===== src/rtl/sprite_draw_engine.sv =====
// Sprite address generator with 90-degree heading rotation, ROM-latency-aligned opaque flag, and per-frame opaque pixel counter.
// Outputs lag the DrawX/DrawY sample by ROM_LAT+2 cycles; sprite position, heading and show are frozen at each vs falling edge.
module sprite_draw_engine #(
  parameter int SPR_W   = 14,
  parameter int ADDR_W  = 8,
  parameter int ROM_LAT = 1
) (
  input  logic              vga_clk,
  input  logic              reset_n,
  input  logic [9:0]        DrawX,
  input  logic [9:0]        DrawY,
  input  logic              blank,
  input  logic              vs,
  input  logic [9:0]        pos_x,
  input  logic [9:0]        pos_y,
  input  logic [1:0]        dir,
  input  logic              show,
  output logic [ADDR_W-1:0] rom_addr,
  input  logic [1:0]        rom_idx,
  output logic              sprite_on,
  output logic [1:0]        sprite_idx,
  output logic [7:0]        opaque_count,
  output logic              frame_done
);

  localparam int CW = (SPR_W > 1) ? $clog2(SPR_W) : 1;
  localparam logic [CW-1:0] M = CW'(SPR_W - 1);

  logic              vs_q;
  logic [9:0]        pos_x_s_q, pos_y_s_q;
  logic [1:0]        dir_s_q;
  logic              show_s_q;
  logic [ADDR_W-1:0] rom_addr_q, rom_addr_d;
  logic              hit_q, hit_d;
  logic [ROM_LAT-1:0] hit_dly_q;
  logic              sprite_on_q, sprite_on_d;
  logic [1:0]        sprite_idx_q, sprite_idx_d;
  logic [7:0]        cnt_q, cnt_d, cnt_inc;
  logic [7:0]        opaque_count_q, opaque_count_d;
  logic              frame_done_q;

  logic              vs_fall;
  logic [10:0]       dx, dy;
  logic [CW-1:0]     lx, ly, sx, sy;

  assign vs_fall = vs_q & ~vs;

  always_comb begin
    dx    = {1'b0, DrawX} - {1'b0, pos_x_s_q};
    dy    = {1'b0, DrawY} - {1'b0, pos_y_s_q};
    hit_d = blank & show_s_q & (DrawX >= pos_x_s_q) & (dx < 11'(SPR_W))
                             & (DrawY >= pos_y_s_q) & (dy < 11'(SPR_W));
    lx    = dx[CW-1:0];
    ly    = dy[CW-1:0];
    sx    = lx;
    sy    = ly;
    // The ROM holds the "up" image; other headings read it rotated.
    case (dir_s_q)
      2'd1: begin sx = ly;     sy = M - lx; end
      2'd2: begin sx = M - lx; sy = M - ly; end
      2'd3: begin sx = M - ly; sy = lx;     end
      default: ;
    endcase
    rom_addr_d = hit_d ? (ADDR_W'(sx) + ADDR_W'(sy) * ADDR_W'(SPR_W)) : '0;
  end

  always_comb begin
    sprite_on_d    = hit_dly_q[ROM_LAT-1] & (rom_idx != 2'd0);
    sprite_idx_d   = sprite_on_d ? rom_idx : 2'd0;
    cnt_inc        = (sprite_on_d && cnt_q != 8'hFF) ? cnt_q + 8'd1 : cnt_q;
    cnt_d          = vs_fall ? 8'd0 : cnt_inc;
    opaque_count_d = vs_fall ? cnt_inc : opaque_count_q;
  end

  always_ff @(posedge vga_clk or negedge reset_n) begin
    if (!reset_n) begin
      vs_q           <= 1'b0;
      pos_x_s_q      <= '0;
      pos_y_s_q      <= '0;
      dir_s_q        <= '0;
      show_s_q       <= 1'b0;
      rom_addr_q     <= '0;
      hit_q          <= 1'b0;
      hit_dly_q      <= '0;
      sprite_on_q    <= 1'b0;
      sprite_idx_q   <= '0;
      cnt_q          <= '0;
      opaque_count_q <= '0;
      frame_done_q   <= 1'b0;
    end else begin
      vs_q <= vs;
      if (vs_fall) begin
        pos_x_s_q <= pos_x;
        pos_y_s_q <= pos_y;
        dir_s_q   <= dir;
        show_s_q  <= show;
      end
      rom_addr_q   <= rom_addr_d;
      hit_q        <= hit_d;
      hit_dly_q[0] <= hit_q;
      for (int i = 1; i < ROM_LAT; i++) hit_dly_q[i] <= hit_dly_q[i-1];
      sprite_on_q    <= sprite_on_d;
      sprite_idx_q   <= sprite_idx_d;
      cnt_q          <= cnt_d;
      opaque_count_q <= opaque_count_d;
      frame_done_q   <= vs_fall;
    end
  end

  assign rom_addr     = rom_addr_q;
  assign sprite_on    = sprite_on_q;
  assign sprite_idx   = sprite_idx_q;
  assign opaque_count = opaque_count_q;
  assign frame_done   = frame_done_q;

endmodule


===== config.mk =====
export PLATFORM = sky130hd
export DESIGN_NAME = sprite_draw_engine
export DESIGN_NICKNAME = d
export VERILOG_FILES = /design/src/rtl/sprite_draw_engine.sv
export SDC_FILE = /design/constraint.sdc
export NUM_CORES = 1
export LEC_CHECK = 0
export BUFFER_PORTS_ARGS = -buffer_cell sky130_fd_sc_hd__buf_4
export CORE_ASPECT_RATIO = 0.9
export CORE_MARGIN = 4
export CORE_UTILIZATION = 35
export CTS_BUF_LIST = sky130_fd_sc_hd__clkbuf_2 sky130_fd_sc_hd__clkbuf_4 sky130_fd_sc_hd__clkbuf_8
export DETAILED_ROUTE_END_ITERATION = 16
export PLACE_DENSITY = 0.56
export SKIP_CTS_REPAIR_TIMING = 1
export SLEW_MARGIN = 20
export SYNTH_ARGS = -nofsm -noshare
export SYNTH_HDL_FRONTEND = slang
export SYNTH_SLANG_ARGS = --single-unit

===== constraint.sdc =====
create_clock -name vga_clk -period 5 [get_ports vga_clk]
set_input_delay 0.5 -clock vga_clk [delete_from_list [all_inputs] [get_ports vga_clk]]
set_output_delay 0.5 -clock vga_clk [all_outputs]
set_load 0.05 [all_outputs]

==> results.json <==
{
  "outcome": "finished, final reports clean",
  "p_per_area_mw_per_mm2": 418,
  "fmax_ghz": 0.234,
  "worstPathRequired_ns": 5.17,
  "grt_pass1_wl_um": 14400,
  "cp_data_arrival_time_ns": 4.44,
  "io_buffer_count": 68,
  "htreeDepth": 2,
  "routed_wl_um": 8480,
  "netlist_instances": 381,
  "cpPeakStageDelay_ns": 0.52,
  "cp.buffers_inverters": 3,
  "rr_endpoint": "rom_addr[6]",
  "synth_edf_count": 0,
  "wl_per_cell_um": 14.8,
  "synthArstFlopShare_pct": 100,
  "worstMarginPinSlew_ns": 0.786,
  "syn_nets": 468,
  "start_kind": "register",
  "tns_ns": 0,
  "yosysSeqAreaShare_pct": 38.0,
  "layout-drive-gt1-share_pct": 18.6,
  "path_max_fanout": 5,
  "area_growth_pct": 21.4,
  "grt-ovfl-total": 0,
  "worst_setup_path_end_kind": "register",
  "die_area_mm2": 0.0118,
  "antenna_found_initial": 0,
  "die_width_um": 114,
  "ys_seq_elements": 54,
  "synth.distinct_cells": 50,
  "r2r_cells": 16,
  "tritoncts": "done",
  "cts-root-buf": "clkbuf_8",
  "vias_per_cell": 5.03,
  "final_common_cell": "buf_4",
  "fin_nets": 533,
  "period_needed_ns": 4.28,
  "grt_pass1_vias": 2913,
  "setup_viol": 0,
  "ff2ff_setup_slack_ns": 0.72,
  "cts.sinks": 54,
  "slew_violations": 0,
  "drc": 0,
  "r2r-start": "pos_y_s_q[0]",
  "rows": 34,
  "rsz0062_at_grt": "no",
  "yosysWarnings": 0,
  "ant_nets": 0,
  "dpl.hpwl_um": 6490,
  "syn_avg_cell_area_um2": 9.33,
  "core_area_mm2": 0.00978,
  "synth_ff_type": "dfrtp_1",
  "vdd_drop_max_mv": 0.240,
  "drt_first_pass_iters": 4,
  "hold_path_class": "primary input to asynchronous set/reset pin",
  "die_h_um": 104,
  "path_delay_family": "adder cells",
  "clk_pin_slew_ns": 0.11,
  "ios": 69,
  "post-route-period-util_pct": 85.6,
  "max_slew_margin_pct": 46.1,
  "cts_buffers": 5,
  "final_cell_mix": "buf_4 (70), dfrtp_1 (54), inv_1 (37)",
  "initial_core_util_pct": 36.3,
  "p_leak_nw": 2.09,
  "dr_total_vias": 2880,
  "drv_cap": 0,
  "holdWs_ns": 0.205,
  "path_class": "register to register",
  "final_hold_viol_count": 0,
  "crit_chain": "ha_1, inv_1, fa_1, xor2_1, ha_1, o21ai_0, a21oi_1, inv_1, fa_1, ha_1, inv_1, fa_1, xnor2_1, nor3b_1, xnor2_1, nor4_1",
  "synthesis.area_mm2": 0.00355,
  "finalWeightedCongestion": 0.866,
  "num_antenna_cells": 0,
  "gr-usage-all-layers_pct": 14.9,
  "fin_worst_skew_ns": 0.0115,
  "drt_iter0_drc": 131,
  "grt_max_degree": 55,
  "slowest_stage": "fa_1",
  "cts-root-to-sink-buffers": 2,
  "clkLatencyLatePin_ns": 0.31
}
worst register-to-register path, stage by stage, from the launching register on:
cell	delay, ns
dfrtp_1	0.36
ha_1	0.18
inv_1	0.06
fa_1	0.42
xor2_1	0.36
ha_1	0.21
o21ai_0	0.08
a21oi_1	0.40
inv_1	0.12
fa_1	0.52
ha_1	0.16
inv_1	0.06
fa_1	0.40
xnor2_1	0.29
nor3b_1	0.30
xnor2_1	0.15
nor4_1	0.05
power by group:
group	switching (mW)	internal [mW]
sequential	0.0206	0.468
combinational	0.555	0.452
clock	0.151	0.155
total	0.727	1.08
registers in the layout (all words and copies together) (netlist names), 2 cells and up:
name          flops
cnt_q             8
dir_s_q           2
opaque_count      8
pos_x_s_q        10
pos_y_s_q        10
rom_addr          8
sprite_idx        2
cell usage after synthesis (all sizes together), types with 2 or more instances:
library cell,n,area (µm²)
ha,33,413
a31oi,4,25.0
o31ai,3,27.5
inv,37,139
mux2,5,56.3
a21o,7,52.6
nand2b,3,18.8
nor2b,5,31.3
buf,2,7.51
a21oi,25,125
nor2,29,109
nor3b,6,45.0
o21ai,30,150
mux2i,9,90.1
o21bai,2,15.0
nand4,4,40.0
xnor2,14,123
nor4,9,62.6
xor2,9,78.8
nor3,5,25.0
a211oi,5,37.5
o221ai,3,26.3
nand3,4,20.0
fa,5,100
and2,2,12.5
a211o,2,17.5
nand2,34,128
dfrtp,54,1350
and3,3,18.8
o211ai,3,22.5
clkbuf,10,37.5
worst max path at each step:
stage / from / to / slack [ns] / depth (start not counted)
floorplan: DrawY[0] / rom_addr[6] / 0.97 / 17
global placement: DrawY[0] / rom_addr[6] / 0.62 / 18
detailed placement: DrawY[0] / rom_addr[6] / 0.44 / 18
CTS: pos_y_s_q[0] / rom_addr[6] / 0.74 / 16
global route: pos_y_s_q[0] / rom_addr[6] / 0.42 / 16
finish: pos_y_s_q[0] / rom_addr[6] / 0.72 / 16
layer usage:
metal / wire length, µm / share of wire [%] / track usage (%)
met5: 0 / 0 / 0
met4: 78 / 0.92 / 3.39
met3: 350 / 4.1 / 2.27
met2: 3830 / 45 / 23.1
met1: 4220 / 50 / 21.7
kinds of logic (layout without fill, tap and decap cells):
| family | count (synthesis) | after routing | share of synthesized area [%] |
|---|---|---|---|
| XOR/XNOR | 23 | 23 | 5.67 |
| AND/OR/NAND/NOR | 108 | 108 | 15.2 |
| flip-flops | 54 | 54 | 38.0 |
| buffers and inverters | 49 | 115 | 5.17 |
| AO/OA/AOI/OAI | 95 | 95 | 17.4 |
| multiplexers | 14 | 14 | 4.12 |
| adder cells (fa/ha/maj) | 38 | 38 | 14.4 |
area by class of cell:
cell class	instances	area [µm²]
clock buffers	6	76.3
inverters	37	139
fillers	964	5470
flip-flops and latches	54	1350
clock inverters	2	37.5
repair buffers	70	526
well taps	126	158
multi-input cells	278	2030
metrics by stage:
step                      utilization [%]  instances  instance area (µm²)  worst slack, ns  power, mW
final                                44.1        573                 4310            0.722       1.80
after global routing                 44.1        573                 4310            0.419       1.98
after CTS                            44.1        573                 4310            0.740       1.82
after detailed placement             42.9        565                 4200            0.437       1.49
after global placement               42.9        565                 4200            0.619       1.48
after floorplan                         -        381                 3550            0.965       1.28
Power figures use the tool's default switching activity.
